File: src/rtl/seq_scan_ctrl_if.sv
// Detector-side handshake of the scan controller: clear pulse, serial bit
// with valid/ready flow control, and the detector's match pulse.
interface seq_scan_ctrl_if;
  logic det_clr;
  logic det_valid;
  logic det_bit;
  logic det_ready;
  logic det_hit;

  modport master (
    output det_clr,
    output det_valid,
    output det_bit,
    input  det_ready,
    input  det_hit
  );

  modport slave (
    input  det_clr,
    input  det_valid,
    input  det_bit,
    output det_ready,
    output det_hit
  );
endinterface

File: src/rtl/seq_scan_ctrl.sv
// Serial scan controller: on a synchronized button edge it clears the
// downstream detector, captures the switch word and streams it out one bit
// per accepted transfer, counting detector hits and completed frames.
module seq_scan_ctrl #(
  parameter int WIDTH     = 8,
  parameter bit MSB_FIRST = 1'b1
) (
  input  logic             clk,
  input  logic             rst,
  input  logic             button,
  input  logic [WIDTH-1:0] switch,
  seq_scan_ctrl_if.master  det,
  output logic             busy,
  output logic             done,
  output logic [3:0]       hit_cnt,
  output logic             found,
  output logic             drop,
  output logic [7:0]       frame_cnt
);

  localparam int IW = (WIDTH > 1) ? $clog2(WIDTH) : 1;

  typedef enum logic [2:0] {IDLE, CLR, SHIFT, DRAIN, DONE} state_t;

  state_t           state;
  logic [WIDTH-1:0] sr;
  logic [IW-1:0]    idx;
  logic             sync1, sync2, sync3;
  logic [1:0]       warm;
  logic             armed;
  logic             start;
  logic             xfer;

  // Edge is only honoured once the synchronized button has been seen low
  // after reset, so a key held through reset release never starts a frame.
  assign start = armed & sync2 & ~sync3;
  assign xfer  = det.det_valid & det.det_ready;

  // Button synchronizer, edge-detect stage and post-reset arming.
  always_ff @(posedge clk or negedge rst) begin
    if (!rst) begin
      sync1 <= 1'b0;
      sync2 <= 1'b0;
      sync3 <= 1'b0;
      warm  <= '0;
      armed <= 1'b0;
    end else begin
      sync1 <= button;
      sync2 <= sync1;
      sync3 <= sync2;
      warm  <= {warm[0], 1'b1};
      if (warm[1] && !sync2) armed <= 1'b1;
    end
  end

  // Frame sequencer with registered outputs, hit counting and drop flag.
  always_ff @(posedge clk or negedge rst) begin
    if (!rst) begin
      state         <= IDLE;
      sr            <= '0;
      idx           <= '0;
      det.det_clr   <= 1'b0;
      det.det_valid <= 1'b0;
      det.det_bit   <= 1'b0;
      busy          <= 1'b0;
      done          <= 1'b0;
      hit_cnt       <= '0;
      found         <= 1'b0;
      drop          <= 1'b0;
      frame_cnt     <= '0;
    end else begin
      det.det_clr <= 1'b0;
      done        <= 1'b0;

      if (start && state != IDLE) drop <= 1'b1;

      if (det.det_hit && (state == SHIFT || state == DRAIN) && hit_cnt != 4'hF) begin
        hit_cnt <= hit_cnt + 4'd1;
        found   <= 1'b1;
      end

      case (state)
        IDLE: begin
          if (start) begin
            state       <= CLR;
            det.det_clr <= 1'b1;
            busy        <= 1'b1;
          end
        end
        CLR: begin
          sr            <= switch;
          idx           <= '0;
          hit_cnt       <= '0;
          found         <= 1'b0;
          drop          <= 1'b0;
          det.det_bit   <= MSB_FIRST ? switch[WIDTH-1] : switch[0];
          det.det_valid <= 1'b1;
          state         <= SHIFT;
        end
        SHIFT: begin
          if (xfer) begin
            idx <= idx + IW'(1);
            // det_bit is pre-loaded with the next bit so it is a plain flop
            if (MSB_FIRST) begin
              sr          <= {sr[WIDTH-2:0], 1'b0};
              det.det_bit <= sr[WIDTH-2];
            end else begin
              sr          <= {1'b0, sr[WIDTH-1:1]};
              det.det_bit <= sr[1];
            end
            if (idx == IW'(WIDTH-1)) begin
              det.det_valid <= 1'b0;
              state         <= DRAIN;
            end
          end
        end
        DRAIN: begin
          state <= DONE;
          done  <= 1'b1;
        end
        DONE: begin
          state     <= IDLE;
          busy      <= 1'b0;
          frame_cnt <= frame_cnt + 8'd1;
        end
        default: begin
          state         <= IDLE;
          busy          <= 1'b0;
          det.det_valid <= 1'b0;
        end
      endcase
    end
  end

endmodule

File: src/flat_wrapper.sv
// flat-port wrapper written by rule: the top's interface ports become plain ports
module seq_scan_ctrl_flat 
#(
  parameter int WIDTH     = 8,
  parameter bit MSB_FIRST = 1'b1
)
  (clk, rst, button, switch, busy, done, hit_cnt, found, drop, frame_cnt, det_det_clr, det_det_valid, det_det_bit, det_det_ready, det_det_hit);
  seq_scan_ctrl_if det_i ();
  input  logic clk;
  input  logic rst;
  input  logic button;
  input  logic [WIDTH-1:0] switch;
  output logic busy;
  output logic done;
  output logic [3:0] hit_cnt;
  output logic found;
  output logic drop;
  output logic [7:0] frame_cnt;
  output wire logic [$bits(det_i.det_clr)-1:0] det_det_clr;
  output wire logic [$bits(det_i.det_valid)-1:0] det_det_valid;
  output wire logic [$bits(det_i.det_bit)-1:0] det_det_bit;
  input wire logic [$bits(det_i.det_ready)-1:0] det_det_ready;
  input wire logic [$bits(det_i.det_hit)-1:0] det_det_hit;
  assign det_det_clr = det_i.det_clr;
  assign det_det_valid = det_i.det_valid;
  assign det_det_bit = det_i.det_bit;
  assign det_i.det_ready = det_det_ready;
  assign det_i.det_hit = det_det_hit;
  seq_scan_ctrl #(.WIDTH(WIDTH), .MSB_FIRST(MSB_FIRST)) u_core (.clk(clk), .rst(rst), .button(button), .switch(switch), .det(det_i), .busy(busy), .done(done), .hit_cnt(hit_cnt), .found(found), .drop(drop), .frame_cnt(frame_cnt));
endmodule
File: config.mk
export PLATFORM = sky130hd
export DESIGN_NAME = seq_scan_ctrl_flat
export DESIGN_NICKNAME = d
export VERILOG_FILES = /design/src/rtl/seq_scan_ctrl_if.sv /design/src/rtl/seq_scan_ctrl.sv /design/src/flat_wrapper.sv
export SDC_FILE = /design/constraint.sdc
export NUM_CORES = 1
export LEC_CHECK = 0
export ABC_AREA = 1
export BUFFER_PORTS_ARGS = -buffer_cell sky130_fd_sc_hd__buf_2
export CAP_MARGIN = 15
export CORE_ASPECT_RATIO = 1.25
export CORE_UTILIZATION = 54
export DETAILED_ROUTE_END_ITERATION = 16
export PLACE_DENSITY_LB_ADDON = 0.1
export RECOVER_POWER = 100
export REMOVE_ABC_BUFFERS = 1
export SETUP_SLACK_MARGIN = 0.15
export SLEW_MARGIN = 20
export SYNTH_ARGS = -nofsm -noshare
export SYNTH_HDL_FRONTEND = slang
export SYNTH_SLANG_ARGS = --single-unit
File: constraint.sdc
create_clock -name clk -period 1.5 [get_ports clk]
set_input_delay 0.075 -clock clk [delete_from_list [all_inputs] [get_ports clk]]
set_output_delay 0.075 -clock clk [all_outputs]
set_load 0.01 [all_outputs]
==> results.yml, run 1 <==
outcome:
  status: "finished, final reports clean"
route:
  first_iter_violations: 44
  route.detailed.drc: 0
  drtAntennaViolNets: 0
  wl_met2_mm: 1.66
  wire_per_inst_um: 11.7
  dr_total_vias: 1419
  vias_per_cell: 4.93
  first_pass_iters: 4
  top_layer: "met4"
  drt-total-wl_mm: 3.38
  wl_met1_mm: 1.48
  met3_length_um: 145
clock_tree:
  cts.htree.levels: 2
  clock_sinks: 38
  clkTransAtPathRegs_ns: 0.10
  ctsLongestPathBuffers: 2
  cts-root-buf: "clkbuf_4"
  cts_buffers: 5
  insertion_delay_ns: 0.35
  cts_tree: "built"
pwr:
  ir_drop_v: 0.00108
  power_density_nw_per_um2: 1790
  internal_power_mw: 2.20
  leakagePower_nw: 1.12
  switching_share_pct: 39.8
  power_mw: 3.65
  seqPwrFrac_pct: 43.8
  p_sw_mw: 1.45
  clkPwrFrac_pct: 18.6
  combPwrFrac_pct: 37.6
yosys:
  synth_compound_area_share_pct: 2.15
  synth.avg_cell_area_um2: 8.35
  yosys_warnings: 0
  syn-cell-area_um2: 1690
  yosys.area_share.simple_pct: 31.8
  synthMuxAreaShare_pct: 0
  synth_top_family_by_area: "simple AND/OR/NAND/NOR gates"
  synthDistinctLibCells: 21
  synth_cells: 202
  synth_xor_area_share_pct: 2.08
  synthAdderAreaFrac_pct: 2.97
  seq_area_frac_synth_pct: 56.4
  ys_ff_latch: 38
finish:
  design_area_um2: 2040
  layout_common_cells: "nand2_1, dfrtp_1, clkbuf_1, inv_1, nor2_1"
  final_cell_count_no_fill: 288
  nets: 268
  syn2layout_area_growth_pct: 21.1
  final_common_cell: "nand2_1"
  final_layout_size_suffix_gt1_share_pct: 15.1
  fillers: 251
  num_antenna_cells: 0
job:
  cap_violations: 0
timing:
  fin_hold_ws_ns: 0.0223
  maxSlewViolCount: 0
  max_freq_ghz: 0.752
  rsz0062_at_grt: "true"
  finalSetupViolations: 0
  tightest_slew_ns: 0.925
  hold_viol: 0
  finalSetupTns_ns: 0
  period_minus_slack_ns: 1.33
  skew_ns: 0.00877
  fin_crit_sh_pct: 88.7
  max_slew_margin_pct: 38.3
place:
  dp.cells: 271
  gp_congestion: 0.830
  placedInstanceArea_um2: 1900
  dp_hpwl_mm: 2.28
  portBuffers: 31
setup_path:
  slowest_delay_ns: 0.43
  crit_family: "simple AND/OR/NAND/NOR gates"
  end_kind: "register"
  critPathMaxFanout: 6
  cp.required_ns: 1.75
  crit_slowest_cell: "dfrtp_1"
  ff2ff_path_depth: 8
  cp_common_cell: "nand2_1"
  crit_type: "register to register"
  timing.rr.end: "u_core.hit_cnt[0]$_DFFE_PN0P_"
  critPathBufInv: 1
  critical_path_arrival_ns: 1.58
  path_cells: "ha_1 -> nand2_1 -> nor2_2 -> nor2_1 -> buf_6 -> nand2_1 -> nand2_1 -> nor2_1"
  worst_r2r_startpoint: "u_core.hit_cnt[0]$_DFFE_PN0P_"
  start_kind: "register"
  r2r_setup_slack_ns: 0.17
global_routing:
  grt_usage_pct: 23.6
  antenna_found_initial: 0
  grt_start_max_net_pins: 39
  grt.overflow.total: 0
  grt_pass1_vias: 1405
  grt_pass1_wl_mm: 5.78
floorplan:
  die_x_um: 52.0
  dieArea_um2: 3350
  io_pins: 32
  num_rows: 22
  die_h_um: 64.5
  core-area_um2: 2950
  initial_core_util_pct: 57.3
worst_hold_path:
  hold_depth: 5
  hold_end: "u_core.sr[4]$_DFFE_PN0P_"
  hp-start: "switch[4]"
  holdCritPathClass: "primary input to register"
## per-stage QoR
stage | util, % | setup slack (ns)
final | 69.4 | 0.169
after CTS | 68.8 | 0.145
after global placement | 64.4 | 0.0715
after global routing | 69.4 | 0.0732
after detailed placement | 64.4 | 0.000822
after floorplan | - | 0.140
## cells by family (layout without fill, tap and decap cells)
logic type      after synthesis  after routing
compound gates                5              6
buf+inv                      18             67
flops                        38             38
fa+ha+maj                     4              4
other cells                   1              1
simple gates                132            132
xor+xnor                      4              4
## synth_stat cells, drive strengths merged
master | number | share of area, %
and3 | 1 | 0.37
buf | 1 | 0.67
conb | 1 | 0.22
dfrtp | 38 | 56
ha | 4 | 3.0
inv | 17 | 3.8
nand2 | 97 | 22
nand3 | 7 | 2.1
nand3b | 1 | 0.45
nand4 | 4 | 1.5
nor2 | 21 | 5.3
o21ai | 5 | 2.2
or2 | 1 | 0.37
xnor2 | 1 | 0.52
xor2 | 3 | 1.6
## layer usage
metal,track usage [%],up-vias
met5,0,-
met4,14.5,0
met3,5.16,9
met2,39.1,43
met1,27.1,648
li1,-,719
## sequential cells by signal, summed over array words and instances, names as in the netlist
signal,cells
u_core.det.det_bit,1
u_core.frame_cnt,8
u_core.sr,7
u_core.state,3
u_core.sync1,1
u_core.armed,1
u_core.busy,1
u_core.det.det_clr,1
u_core.drop,1
u_core.det.det_valid,1
u_core.sync2,1
u_core.hit_cnt,4
u_core.sync3,1
u_core.idx,3
u_core.found,1
u_core.done,1
u_core.warm,2
## worst max path at each step
stage	startpoint	endpoint	cells after the start
after global routing	u_core.hit_cnt[0]$_DFFE_PN0P_	u_core.hit_cnt[0]$_DFFE_PN0P_	8
final	u_core.hit_cnt[0]$_DFFE_PN0P_	u_core.hit_cnt[0]$_DFFE_PN0P_	8
after CTS	u_core.state[1]$_DFFE_PN0P_	u_core.frame_cnt[6]$_DFFE_PN0N_	6
after global placement	u_core.hit_cnt[0]$_DFFE_PN0P_	u_core.hit_cnt[2]$_DFFE_PN0P_	7
after detailed placement	u_core.hit_cnt[0]$_DFFE_PN0P_	u_core.hit_cnt[2]$_DFFE_PN0P_	7
after floorplan	u_core.state[2]$_DFFE_PN0P_	u_core.det.det_bit$_DFFE_PN0P_	6
## power groups by stage
stage | clock network (mW) | registers [mW] | logic [mW]
final | 0.679 | 1.60 | 1.37
after global routing | 0.736 | 1.63 | 1.57
after CTS | 0.693 | 1.57 | 1.35
after detailed placement | 0 | 1.58 | 1.29
after global placement | 0 | 1.57 | 1.23
after floorplan | 0 | 1.62 | 0.800
## cell type report
type | instances | area, um^2 | share of cell area (%)
tap | 36 | 45.0 | 2.20
clock buffer | 7 | 45.0 | 2.20
timing repair buffer | 42 | 215 | 10.5
sequential | 38 | 952 | 46.6
multi-input combinational | 147 | 692 | 33.9
inverter | 17 | 63.8 | 3.12
clock inverter | 1 | 30.0 | 1.47
## tightest hold or removal path: stages
cell and delay (ns):
buf_2 0.07, nand2_1 0.04, nand2_1 0.05, nand2_1 0.04, nand2_1 0.05
## timing repair
item,in CTS,in global routing
pin swaps,2,3
cloned,1,0
buffers inserted,1,4
gates resized for setup,4,14
setup endpoints to repair,15,22
hold endpoints to repair,40,0
hold buffers,3,0
Note: power is estimated with default switching activity, not from simulation.
==> inputs of run 2 (changes only) <==
==> constraint.sdc (replaced) <==
create_clock -name clk -period 1.35 [get_ports clk]
set_input_delay 0.0675 -clock clk [delete_from_list [all_inputs] [get_ports clk]]
set_output_delay 0.0675 -clock clk [all_outputs]
set_load 0.01 [all_outputs]
==> results.yml, run 2 (synthesis gave the netlist of run 1 again) <==
outcome:
  status: "finished, final reports clean"
global_routing:
  grt_pass1_vias: 1450
  grt_start_max_net_pins: 21
  grt.overflow.total: 0
  grt_usage_pct: 24.2
  grt_pass1_wl_mm: 5.89
  antenna_found_initial: 0
pwr:
  leakagePower_nw: 1.16
  power_density_nw_per_um2: 1910
  ir_drop_v: 0.00111
floorplan:
  die_h_um: 64.5
  initial_core_util_pct: 57.3
  num_rows: 22
  core-area_um2: 2950
  io_pins: 32
  dieArea_um2: 3350
  die_x_um: 52.0
route:
  wire_per_inst_um: 12.6
  first_pass_iters: 4
  dr_total_vias: 1501
  first_iter_violations: 49
  drtAntennaViolNets: 0
  drt-total-wl_mm: 3.75
  route.detailed.drc: 0
  vias_per_cell: 5.04
setup_path:
  crit_slowest_cell: "dfrtp_1"
  r2r_setup_slack_ns: 0.08
  ff2ff_path_depth: 6
  critPathBufInv: 1
  timing.rr.end: "u_core.idx[0]$_DFFE_PN0P_"
  critPathMaxFanout: 5
  worst_r2r_startpoint: "u_core.state[0]$_DFFE_PN0P_"
  slowest_delay_ns: 0.50
  crit_family: "flip-flops"
  path_cells: "nor2_4 -> nand2_4 -> nor2_4 -> buf_4 -> nand2_1 -> o21ai_1"
  cp_common_cell: "nor2_4"
  cp.required_ns: 1.62
  crit_type: "register to register"
  end_kind: "register"
  start_kind: "register"
  critical_path_arrival_ns: 1.55
finish:
  top_register: "u_core.frame_cnt"
  multiInputGateArea_um2: 748
  final_layout_size_suffix_gt1_share_pct: 21.4
  design_area_um2: 2160
  largest_register_ffs: 8
  num_antenna_cells: 0
  nets: 279
  seqCellArea_um2: 953
  top_regs: "u_core.frame_cnt x8, u_core.sr x7, u_core.hit_cnt x4"
  syn2layout_area_growth_pct: 28.3
  final_common_cell: "nand2_1"
  final_cell_count_no_fill: 298
  layout_common_cells: "nand2_1, dfrtp_1, clkbuf_1, inv_1, buf_2"
  fillers: 247
place:
  dp_hpwl_mm: 2.42
  dp.cells: 277
  portBuffers: 31
  gp_congestion: 0.851
  placedInstanceArea_um2: 1960
  dp_slack_ns: 0.0438
timing:
  skew_ns: 0.00779
  max_freq_ghz: 0.786
  maxSlewViolCount: 0
  hold_viol: 0
  period_minus_slack_ns: 1.27
  max_slew_margin_pct: 66.2
  tightest_slew_ns: 0.507
  setup_ws_ns: 0.0782
  finalSetupTns_ns: 0
  rsz0062_at_grt: "true"
  finalSetupViolations: 0
  fin_crit_sh_pct: 94.2
worst_hold_path:
  hp-start: "switch[5]"
  holdCritPathClass: "primary input to register"
  hold_depth: 5
  hold_end: "u_core.sr[5]$_DFFE_PN0P_"
clock_tree:
  cts_tree: "built"
  cts.htree.levels: 2
  clkTransAtPathRegs_ns: 0.11
  insertion_delay_ns: 0.34
  cts-root-buf: "clkbuf_4"
  ctsLongestPathBuffers: 2
  cts_buffers: 5
  clock_sinks: 38
job:
  cap_violations: 0
run 2: worst min-delay path, delay by kind of cell:
family | cells | cell delay, ns
AND/OR/NAND/NOR | 4 | 0.19
buffers and inverters | 1 | 0.08
run 2: final cells by class:
cell class / count / share of cell area (%)
flip-flops and latches: 38 / 44.0
multi-input cells: 148 / 34.6
repair buffers: 52 / 13.9
inverters: 17 / 3.29
clock buffers: 7 / 2.08
well taps: 36 / 2.08
run 2: worst max-delay path by stage:
stage / from / end / slack, ns / cells past startpoint
finish: u_core.state[0]$_DFFE_PN0P_ / u_core.idx[0]$_DFFE_PN0P_ / 0.08 / 6
global route: u_core.state[0]$_DFFE_PN0P_ / u_core.idx[0]$_DFFE_PN0P_ / 0.02 / 6
CTS: u_core.state[1]$_DFFE_PN0P_ / u_core.frame_cnt[6]$_DFFE_PN0N_ / 0.13 / 6
detailed placement: u_core.state[1]$_DFFE_PN0P_ / u_core.frame_cnt[6]$_DFFE_PN0N_ / 0.04 / 6
global placement: u_core.state[1]$_DFFE_PN0P_ / u_core.frame_cnt[6]$_DFFE_PN0N_ / 0.08 / 6
floorplan: u_core.state[2]$_DFFE_PN0P_ / u_core.det.det_bit$_DFFE_PN0P_ / -0.01 / 6
run 2: report_power, final:
part           total [mW]  switching, mW  internal (mW)
registers            1.79          0.311           1.48
logic                1.80           1.09          0.707
clock network       0.548          0.352          0.197
run 2: per-stage QoR:
step | power (mW) | utilization [%] | hold WS [ns]
2_1_floorplan | 2.69 | - | -0.228
4_1_cts | 3.94 | 71.1 | 0.00510
3_3_place_gp | 3.22 | 66.4 | 0.0506
5_1_grt | 4.48 | 73.5 | 0.0389
6_report | 4.14 | 73.5 | 0.0131
3_5_place_dp | 3.30 | 66.4 | 0.0555
run 2: timing repair:
action | in CTS | in global routing
resized for setup | 14 | 21
buffers inserted | 2 | 4
endpoints found under the hold margin | 23 | 1
gates cloned | 0 | 2
pin swaps | 5 | 2
endpoints found under the setup margin | 19 | 26
hold buffers | 5 | 1
run 2: per-layer routing:
metal  wire length [um]  global-route usage, %  up-vias
li1                   -                      -      747
met1               1380                   26.7      702
met2               2120                   41.8       44
met3                178                   7.51        8
met4                 71                   9.80        0
met5                  0                      0        -
